## config.mk

```make
export PLATFORM = sky130hd
export DESIGN_NAME = pifo_sched_ctrl
export DESIGN_NICKNAME = d
export VERILOG_FILES = /design/src/rtl/pifo_sched_ctrl.sv
export SDC_FILE = /design/constraint.sdc
export NUM_CORES = 1
export LEC_CHECK = 0
export CORE_MARGIN = 2
export CORE_UTILIZATION = 37
export CTS_CLUSTER_DIAMETER = 80
export DETAILED_ROUTE_END_ITERATION = 8
export MAX_ROUTING_LAYER = met4
export PLACE_DENSITY = 0.84
export SLEW_MARGIN = 20
export SYNTH_ARGS = -nofsm -noshare
export SYNTH_HDL_FRONTEND = slang
export SYNTH_SLANG_ARGS = --single-unit
```

## constraint.sdc

```tcl
create_clock -name clk -period 2.9 [get_ports clk]
set_input_delay 0.435 -clock clk [delete_from_list [all_inputs] [get_ports clk]]
set_output_delay 0.435 -clock clk [all_outputs]
set_load 0.005 [all_outputs]
```

## src/rtl/pifo_sched_ctrl.sv

```systemverilog
// Flow scheduler front end for one pifo_base: round-robin admission of flow
// activations, registered grant handshake, decayed reinsert, and flush sequencing.
module pifo_sched_ctrl #(
    parameter  int NUM_ELEMENTS = 16,
    parameter  int MAX_PRIORITY = 256,
    parameter  int DATA_WIDTH   = 8,
    parameter  int NUM_REQ      = 4,
    parameter  int DECAY        = 16,
    localparam int PRIO_WIDTH   = $clog2(MAX_PRIORITY),
    localparam int OCC_WIDTH    = $clog2(NUM_ELEMENTS + 1),
    localparam int PTR_WIDTH    = $clog2(NUM_REQ)
) (
    input  logic                          clk,
    input  logic                          reset_n,
    input  logic                          i__enable,
    input  logic                          i__flush,
    input  logic [NUM_REQ-1:0]            i__req_valid,
    input  logic [NUM_REQ*PRIO_WIDTH-1:0] i__req_priority,
    input  logic [NUM_REQ*DATA_WIDTH-1:0] i__req_data,
    output logic [NUM_REQ-1:0]            o__req_ready,
    output logic                          o__grant_valid,
    output logic [DATA_WIDTH-1:0]         o__grant_flow,
    output logic [PRIO_WIDTH-1:0]         o__grant_priority,
    input  logic                          i__grant_ready,
    output logic                          o__pifo_push_valid,
    output logic [PRIO_WIDTH-1:0]         o__pifo_push_priority,
    output logic [DATA_WIDTH-1:0]         o__pifo_push_data,
    input  logic                          i__pifo_enqueue_ready,
    output logic [PRIO_WIDTH-1:0]         o__pifo_reinsert_priority,
    input  logic                          i__pifo_pop_valid,
    input  logic [PRIO_WIDTH-1:0]         i__pifo_pop_priority,
    input  logic [DATA_WIDTH-1:0]         i__pifo_pop_data,
    output logic                          o__pifo_pop,
    output logic                          o__pifo_clear_all,
    output logic [OCC_WIDTH-1:0]          o__occupancy,
    output logic [1:0]                    o__state
);

    typedef enum logic [1:0] {
        ST_IDLE   = 2'd0,
        ST_RUN    = 2'd1,
        ST_FLUSH  = 2'd2,
        ST_SETTLE = 2'd3
    } state_t;

    state_t                 r_state;
    state_t                 w_state_next;
    logic [1:0]             r_settle_cnt;
    logic [1:0]             w_settle_cnt_next;
    logic [PTR_WIDTH-1:0]   r_rr_ptr;
    logic [OCC_WIDTH-1:0]   r_occupancy;
    logic                   r_grant_valid;
    logic [DATA_WIDTH-1:0]  r_grant_flow;
    logic [PRIO_WIDTH-1:0]  r_grant_priority;

    logic                   w_run;
    logic                   w_found;
    logic [PTR_WIDTH-1:0]   w_winner;
    logic [PTR_WIDTH-1:0]   w_idx;
    logic [PRIO_WIDTH-1:0]  w_sel_prio;
    logic [DATA_WIDTH-1:0]  w_sel_data;
    logic                   w_push_ok;
    logic                   w_push;
    logic                   w_pop;
    logic                   w_reinsert_ok;
    logic                   w_retire;

    always_ff @(posedge clk) begin
        if (!reset_n) begin
            r_state      <= ST_IDLE;
            r_settle_cnt <= 2'd0;
        end else begin
            r_state      <= w_state_next;
            r_settle_cnt <= w_settle_cnt_next;
        end
    end

    // SETTLE is held for two cycles so the PIFO's registered flags catch up after a clear.
    always_comb begin
        w_state_next      = r_state;
        w_settle_cnt_next = r_settle_cnt;
        if (i__flush) begin
            w_state_next      = ST_FLUSH;
            w_settle_cnt_next = 2'd0;
        end else begin
            case (r_state)
                ST_IDLE:   if (i__enable) w_state_next = ST_RUN;
                ST_RUN:    if (!i__enable) w_state_next = ST_IDLE;
                ST_FLUSH: begin
                    w_state_next      = ST_SETTLE;
                    w_settle_cnt_next = 2'd1;
                end
                ST_SETTLE: begin
                    if (r_settle_cnt == 2'd0)
                        w_state_next = i__enable ? ST_RUN : ST_IDLE;
                    else
                        w_settle_cnt_next = r_settle_cnt - 2'd1;
                end
                default:   w_state_next = ST_IDLE;
            endcase
        end
    end

    assign w_run = (r_state == ST_RUN);

    always_comb begin
        w_found  = 1'b0;
        w_winner = '0;
        w_idx    = '0;
        for (int k = 0; k < NUM_REQ; k++) begin
            w_idx = PTR_WIDTH'((int'(r_rr_ptr) + k) % NUM_REQ);
            if (!w_found && i__req_valid[w_idx]) begin
                w_found  = 1'b1;
                w_winner = w_idx;
            end
        end
    end

    always_comb begin
        w_sel_prio = '0;
        w_sel_data = '0;
        for (int r = 0; r < NUM_REQ; r++) begin
            if (w_winner == PTR_WIDTH'(r)) begin
                w_sel_prio = i__req_priority[r*PRIO_WIDTH +: PRIO_WIDTH];
                w_sel_data = i__req_data[r*DATA_WIDTH +: DATA_WIDTH];
            end
        end
    end

    assign w_push_ok = w_run && i__pifo_enqueue_ready
                       && (r_occupancy < OCC_WIDTH'(NUM_ELEMENTS));
    assign w_push    = w_push_ok && w_found;

    always_comb begin
        o__req_ready = '0;
        if (w_push)
            o__req_ready[w_winner] = 1'b1;
    end

    assign o__pifo_push_valid    = w_push;
    assign o__pifo_push_priority = w_push ? w_sel_prio : '0;
    assign o__pifo_push_data     = w_push ? w_sel_data : '0;

    // A head is taken only when the grant slot is empty or being emptied this cycle.
    assign w_pop         = w_run && i__pifo_pop_valid && (!r_grant_valid || i__grant_ready);
    assign w_reinsert_ok = (i__pifo_pop_priority > PRIO_WIDTH'(DECAY));
    assign w_retire      = w_pop && !w_reinsert_ok;

    assign o__pifo_pop               = w_pop;
    assign o__pifo_reinsert_priority = (w_pop && w_reinsert_ok)
                                       ? (i__pifo_pop_priority - PRIO_WIDTH'(DECAY)) : '0;
    assign o__pifo_clear_all         = (r_state == ST_FLUSH);

    always_ff @(posedge clk) begin
        if (!reset_n) begin
            r_rr_ptr <= '0;
        end else if (w_push) begin
            r_rr_ptr <= (w_winner == PTR_WIDTH'(NUM_REQ - 1)) ? '0 : (w_winner + PTR_WIDTH'(1));
        end
    end

    always_ff @(posedge clk) begin
        if (!reset_n) begin
            r_occupancy <= '0;
        end else if (r_state == ST_FLUSH) begin
            r_occupancy <= '0;
        end else if (w_push && !w_retire) begin
            if (r_occupancy < OCC_WIDTH'(NUM_ELEMENTS))
                r_occupancy <= r_occupancy + OCC_WIDTH'(1);
        end else if (!w_push && w_retire) begin
            if (r_occupancy != '0)
                r_occupancy <= r_occupancy - OCC_WIDTH'(1);
        end
    end

    always_ff @(posedge clk) begin
        if (!reset_n) begin
            r_grant_valid    <= 1'b0;
            r_grant_flow     <= '0;
            r_grant_priority <= '0;
        end else if (r_state == ST_FLUSH) begin
            r_grant_valid <= 1'b0;
        end else if (w_pop) begin
            r_grant_valid    <= 1'b1;
            r_grant_flow     <= i__pifo_pop_data;
            r_grant_priority <= i__pifo_pop_priority;
        end else if (w_run && r_grant_valid && i__grant_ready) begin
            r_grant_valid <= 1'b0;
        end
    end

    // The grant is only offered while scheduling; in IDLE it is held but not presented.
    assign o__grant_valid    = r_grant_valid && w_run;
    assign o__grant_flow     = r_grant_flow;
    assign o__grant_priority = r_grant_priority;
    assign o__occupancy      = r_occupancy;
    assign o__state          = r_state;

endmodule

```

## Word level (Yosys, flattened, before mapping)

Index checks and enable logic that the tools add are counted.

| storage, ports and cells | value |
|---|---|
| RAM bits | 0 |
| memories kept | 0 |
| ROM bits | 0 |
| output and inout port bits | 55 |
| input bits | 91 |
| register bits after elaboration | 28 |
| word-level logic and storage cells | 123 |
| latch bits | 0 |

| cells by class | value |
|---|---|
| shifts and indexed selects | 0 |
| add/subtract/negate cells | 8 |
| div/mod/pow operators | 0 |
| multiplexer cells | 45 |
| bitwise operators | 2 |
| equal/unequal tests | 14 |
| $mul | 0 |
| reduce and logical (&&, ||, !) cells | 38 |
| order comparisons | 8 |

Operators with widths:

| kind | count |
|---|---|
| two-way mux 8 bit | 11 |
| two-way mux 2 bit | 10 |
| two-way mux 5 bit | 4 |
| logical AND 1 bit | 15 |
| < comparator 2 x 3 -> 1 bit (second input constant) | 5 |
| two-way mux 1 bit | 12 |
| inequality test 3 bit (second input constant) | 3 |
| AND reduction 3 bit | 3 |
| binary-select mux 1 bit (select 2 bit) | 4 |
| == test 2 bit (second input constant) | 4 |
| greater-than comparator 8 x 5 -> 1 bit (second input constant) | 1 |
| inequality test 2 bit (second input constant) | 4 |
| one-hot mux 2 bit (4 select lines) | 1 |
| nonzero test 2 bit | 4 |
| subtractor 8 x 5 -> 8 bit (second input constant) | 1 |
| zero test 1 bit | 7 |
| zero test 2 bit | 3 |
| adder 5 x 1 -> 5 bit (second input constant) | 1 |
| < comparator 5 bit (second input constant) | 1 |
| nonzero test 5 bit | 1 |
| subtractor 5 x 1 -> 5 bit (second input constant) | 1 |
| adder 2 x 1 -> 2 bit (second input constant) | 2 |
| adder 2 bit (second input constant) | 2 |
| == test 2 x 1 -> 1 bit (second input constant) | 2 |
| other kinds (10) | 13 |

## Depth between registers and ports, before layout

| depth | value |
|---|---|
| depth in word-level cells | 18 |
| depth in mapped cells | 12 |
| mapped depth without buffers | 11 |

## Least setup slack after synthesis

Ideal clock, no wire load.

| path | value |
|---|---|
| path type | flip-flop to flip-flop |
| start | register r_state[0], in the netlist o__state[0] |
| end | register r_occupancy[4], in the netlist o__occupancy[4] |
| arrival time | 2.571 ns |
| path buffers | 2 |
| library setup time | 0.078 ns |
| required time | 2.822 ns |
| path slack | 0.252 ns |
| stages on the path, launching flop included | 13 |
| period minus slack after synthesis | 2.648 ns |
| cell sequence | dfxtp_1 buf_6 nor2b_4 nand3_2 buf_6 or4_4 ha_1 inv_1 ha_1 a21oi_1 a211oi_1 a41o_1 nor3_1 |

| on the way | value |
|---|---|
| longest elaborated chain between the ends | 8 |
| elaborated cells between the ends (all ways) | 18 |
| classes of those cells | 3 x eq/ne; 1 x mux; 14 x reduce/logical |

RTL lines:

| element | RTL line | text |
|---|---|---|
| start: declaration | 46 | `state_t r_state;` |
| start signal: assignment | 73 | `r_state <= w_state_next;` |
| == test 2 x 1 -> 1 bit | 104 | `assign w_run = (r_state == ST_RUN);` |
| logical AND 1 bit, on equally long branches | 145, 130 |  |
| logical AND 1 bit, on equally long branches | 145, 131 |  |
| logical AND 1 bit, on equally long branches | 147, 132 |  |
| zero test 1 bit, on equally long branches | 167, 170 |  |
| logical AND 1 bit, on equally long branches | 167, 170 |  |
| inequality test 2 x 1 -> 1 bit (no source line) or nonzero test 2 bit (tied branches) | n/a |  |
| AND reduction 3 bit (no source line) | n/a |  |
| end signal: assignment | 169 | `r_occupancy <= r_occupancy + OCC_WIDTH'(1);` |
| end signal: assignment | 172 | `r_occupancy <= r_occupancy - OCC_WIDTH'(1);` |
| end: declaration | 51 | `logic [OCC_WIDTH-1:0] r_occupancy;` |

Several ways; a longest one is shown, not always the timed one.
A chain may end at the register's enable or synchronous reset.

## Worst setup path in the final report

| path | value |
|---|---|
| start | input i__req_valid[1] |
| end | output o__pifo_push_data[5] |

| on the way | value |
|---|---|
| longest elaborated chain between the ends | 18 |
| elaborated cells between the ends (all ways) | 32 |
| classes of those cells | 3 x eq/ne; 21 x mux; 8 x reduce/logical |

RTL lines:

| element | RTL line | text |
|---|---|---|
| start: declaration | 17 | `input logic [NUM_REQ-1:0] i__req_valid,` |
| binary-select mux 1 bit (select 2 bit) | 112 | `if (!w_found && i__req_valid[w_idx]) begin` |
| two-way mux 1 bit (not written as such) | 112 |  |
| two-way mux 1 bit | 112 |  |
| zero test 1 bit | 112 |  |
| logical AND 1 bit | 112 |  |
| two-way mux 1 bit | 112 |  |
| zero test 1 bit | 112 |  |
| logical AND 1 bit | 112 |  |
| two-way mux 1 bit | 112 |  |
| zero test 1 bit | 112 |  |
| logical AND 1 bit | 112 |  |
| two-way mux 2 bit | 112 |  |
| zero test 2 bit | 123 | `if (w_winner == PTR_WIDTH'(r)) begin` |
| two-way mux 8 bit (4 in series) | 123 |  |
| two-way mux 8 bit * | 142 | `assign o__pifo_push_data = w_push ? w_sel_data : '0;` |
| end: declaration | 27 | `output logic [DATA_WIDTH-1:0] o__pifo_push_data,` |

Every way passes the cells marked *; elsewhere a longest branch is shown, timed or not. The select of a mux whose other input is x is not followed.

==> Flow_metrics.wiki <==
{| class="wikitable"
! Metric !! Value
|-
| Result of the run || complete, but fails checks
|-
| Violated checks || negative setup slack
|-
| Pin count of the biggest net entering global routing || 34
|-
| Residual DRC || 0
|-
| Required @ worst endpoint || 2470 ps
|-
| Worst Min Path Start || o__grant_flow[4]
|-
| Kind of end point of the critical path || output pin
|-
| Highest-count cells in the layout ignoring fill and taps || 124 x sky130_fd_sc_hd__clkdlybuf4s50_1, 56 x sky130_fd_sc_hd__nand2_1, 35 x sky130_fd_sc_hd__a21oi_1
|-
| Initial antenna violation count || 0
|-
| Final core utilization || approximately 72%
|-
| Maximum Capacitance Violations || 0
|-
| Total number of clock tree sinks || 28
|-
| Hold/Removal Path Class || flop to flop
|-
| Sequential element share of the synthesized area || 25.0%
|-
| Number of distinct library cells after synthesis || 48
|-
| Source of the worst register-to-register timing path || o__state[1]
|-
| Effective utilization at floorplan || between 30% and 40%
|-
| Hold-fix buffers at CTS || 0
|-
| Setup ws final || -55.1 ps
|-
| Post-Place Setup Slack || -441 ps
|-
| Vias in the first global route || 2910
|-
| TritonRoute pass-1 iters || 4
|-
| Max-slew violation count || 0
|-
| Critical path data arrival time || between 2000 and 3000 ps
|-
| Total number of H-tree levels || 1
|-
| Final min period || a little under 3000 ps
|-
| Crit Path Category || primary input to output pin
|-
| Setup_tns || -55.1 ps
|-
| Register bit count reported by yosys || 28
|-
| Worst Hold End || o__grant_flow[4]
|-
| Terminus of the critical flop-to-flop path || o__occupancy[4]
|-
| Max rail drop VDD || 0.287 mV
|-
| Avg Inst Size Synth || 6.89 µm²
|-
| Worst Path Max Fanout || 17
|-
| Final net count || ~600
|-
| Average wire per cell in the routed design || 15.2 µm
|-
| Overall power consumption || 1.10 mW
|-
| Total nets after synthesis || 429
|-
| Vertical die dimension || 81.8 µm
|-
| Worst Clk Skew || 6.69 ps
|-
| Final HPWL from detailed placement || 6170 µm
|-
| Wire length of the first global-routing pass || around 13000 µm
|-
| DIE AREA || 6690 µm²
|-
| Layout area overhead || 89.4%
|-
| Leak pwr || 1.77 nW
|-
| Die boundary width || 81.8 µm
|-
| Share of async-settable or async-resettable flops after synthesis || 0%
|-
| Most common cell after layout, fill and taps aside || sky130_fd_sc_hd__clkdlybuf4s50_1
|-
| IO Count || 146
|-
| Number of buffers added on ports || ~150
|-
| Gr ovfl total || 0
|-
| Post-synth design cell area || 2240 µm²
|-
| Cells on Worst Hold Path || 2
|-
| Number of placement rows || 28
|-
| Wirelength, routed || 8620 µm
|-
| Inserted Diodes || 0
|-
| R2R Setup Slk || 370 ps
|-
| Clock-pin slew reported for the worst setup and hold paths after clock tree synthesis || 100 ps
|-
| Deepest clock path buffer count || 2
|-
| Total number of yosys warnings || 0
|-
| Max Freq || about 340 MHz
|-
| Core ar. || approximately 6000 µm²
|-
| Drt via density || 5.19
|-
| Final setup fails || 1
|-
| Post-route ant nets || 0
|-
| Final hold vios || 0
|-
| Clock tree from TritonCTS || built
|-
| Drt initial violations || 93
|-
| Slew @ Worst Pin || 340 ps
|-
| Startpoint type of the worst setup path || primary input
|-
| Post-Syn Instances || approximately 330
|-
| Reg2Reg Depth || 9
|-
| Insertion delay to the later sink of the worst-skew pair || 270 ps
|-
| Max-slew headroom || 77.2%
|-
| Fin crit share || 102%
|-
| Placer congestion estimate || 0.804
|-
| Vias post-DR || 2942
|-
| Number of CTS-inserted buffers || 3
|-
| Global-route usage over all layers || 24.8%
|-
| Most used flip-flop cell after synthesis || sky130_fd_sc_hd__dfxtp_1
|-
| Clock tree root buffer cell || sky130_fd_sc_hd__clkbuf_8
|-
| EDFF count, synth || 0
|-
| Fraction of layout instances using a drive strength above 1 || 17.1%
|-
| Power per standard cell area || 259 nW/µm²
|}
-- flip-flops by register name (all words and copies together) (netlist names) --
register           count
r_rr_ptr               2
o__state               2
o__grant_priority      8
r_grant_valid          1
o__grant_flow          8
r_settle_cnt           2
o__occupancy           5
-- synthesized netlist by cell type, drive strengths merged, types with 2 or more instances --
cell type	count	area, µm²
o31ai	2	15.0
nand3	4	25.0
a21oi	43	215
inv	32	120
nor2	27	101
nand2b	4	25.0
a22oi	16	120
nand2	56	210
a211oi	3	22.5
nor2b	4	32.5
a21boi	17	128
ha	12	150
mux2	2	22.5
o21ai	18	93.8
nor4	4	31.3
buf	7	47.5
clkbuf	14	52.6
a21o	2	15.0
dfxtp	28	561
and2	9	56.3
-- kinds of logic after synthesis --
family	after synthesis	synth area share (%)
simple gates	114	23.7
compound gates	112	31.6
buf+inv	53	9.84
flops	28	25.0
fa+ha+maj	13	7.60
mux	3	1.45
xor+xnor	2	0.783
-- repair_timing --
item,4_1_cts,5_1_grt
gates cloned,2,1
endpoints found under the setup margin,20,21
hold endpoints to repair,0,0
resized for setup,47,27
pin swaps,5,6
setup buffers,5,0
-- stage by stage --
step | area [µm²] | hold WS, ps | std cells
floorplan | 2240 | 451 | 325
global placement | 3970 | 440 | 555
detailed placement | 3970 | 445 | 555
CTS | 4160 | 458 | 566
global route | 4240 | 472 | 567
finish | 4240 | 456 | 567
-- routing by layer --
layer	vias up	global-route usage [%]	share of wire, %
met1	1343	26.4	39
met3	20	6.59	11
met2	136	45.3	48
met5	-	-	0
li1	1443	-	-
met4	0	6.50	2.2
-- final cells by class --
type	instances	area, µm²
timing repair buffer	184	1830
fill	457	1650
multi-input combinational	244	1570
sequential	28	566
inverter	32	120
tap	75	93.8
clock buffer	4	55.1
-- critical path, stage by stage --
cell                            delay [ps]
sky130_fd_sc_hd__dlygate4sd2_1         250
sky130_fd_sc_hd__a21o_1                160
sky130_fd_sc_hd__a21oi_1               120
sky130_fd_sc_hd__o22a_1                200
sky130_fd_sc_hd__inv_2                  70
sky130_fd_sc_hd__ha_4                  160
sky130_fd_sc_hd__buf_4                 130
sky130_fd_sc_hd__buf_12                140
sky130_fd_sc_hd__a21oi_1               220
sky130_fd_sc_hd__o21ai_1               140
sky130_fd_sc_hd__a22oi_1               160
sky130_fd_sc_hd__nor2_1                 60
sky130_fd_sc_hd__dlygate4sd2_1         260
-- worst max-delay path by stage --
stage          slack (ps)       startpoint              endpoint
5_1_grt              -130  i__req_valid[1]  o__pifo_push_data[5]
3_5_place_dp         -440  i__req_valid[0]  o__pifo_push_data[4]
4_1_cts                10  i__req_valid[0]  o__pifo_push_data[4]
2_1_floorplan         250      o__state[0]       o__occupancy[4]
3_3_place_gp         -320  i__req_valid[1]  o__pifo_push_data[4]
6_report              -60  i__req_valid[1]  o__pifo_push_data[5]
-- power breakdown --
group | switching [mW] | internal [mW] | leakage [nW]
Clock | 0.124 | 0.122 | 0.0288
Combinational | 0.181 | 0.271 | 1.51
Sequential | 0.00787 | 0.392 | 0.228
Total | 0.313 | 0.785 | 1.77
Note: power is estimated with default switching activity, not from simulation.
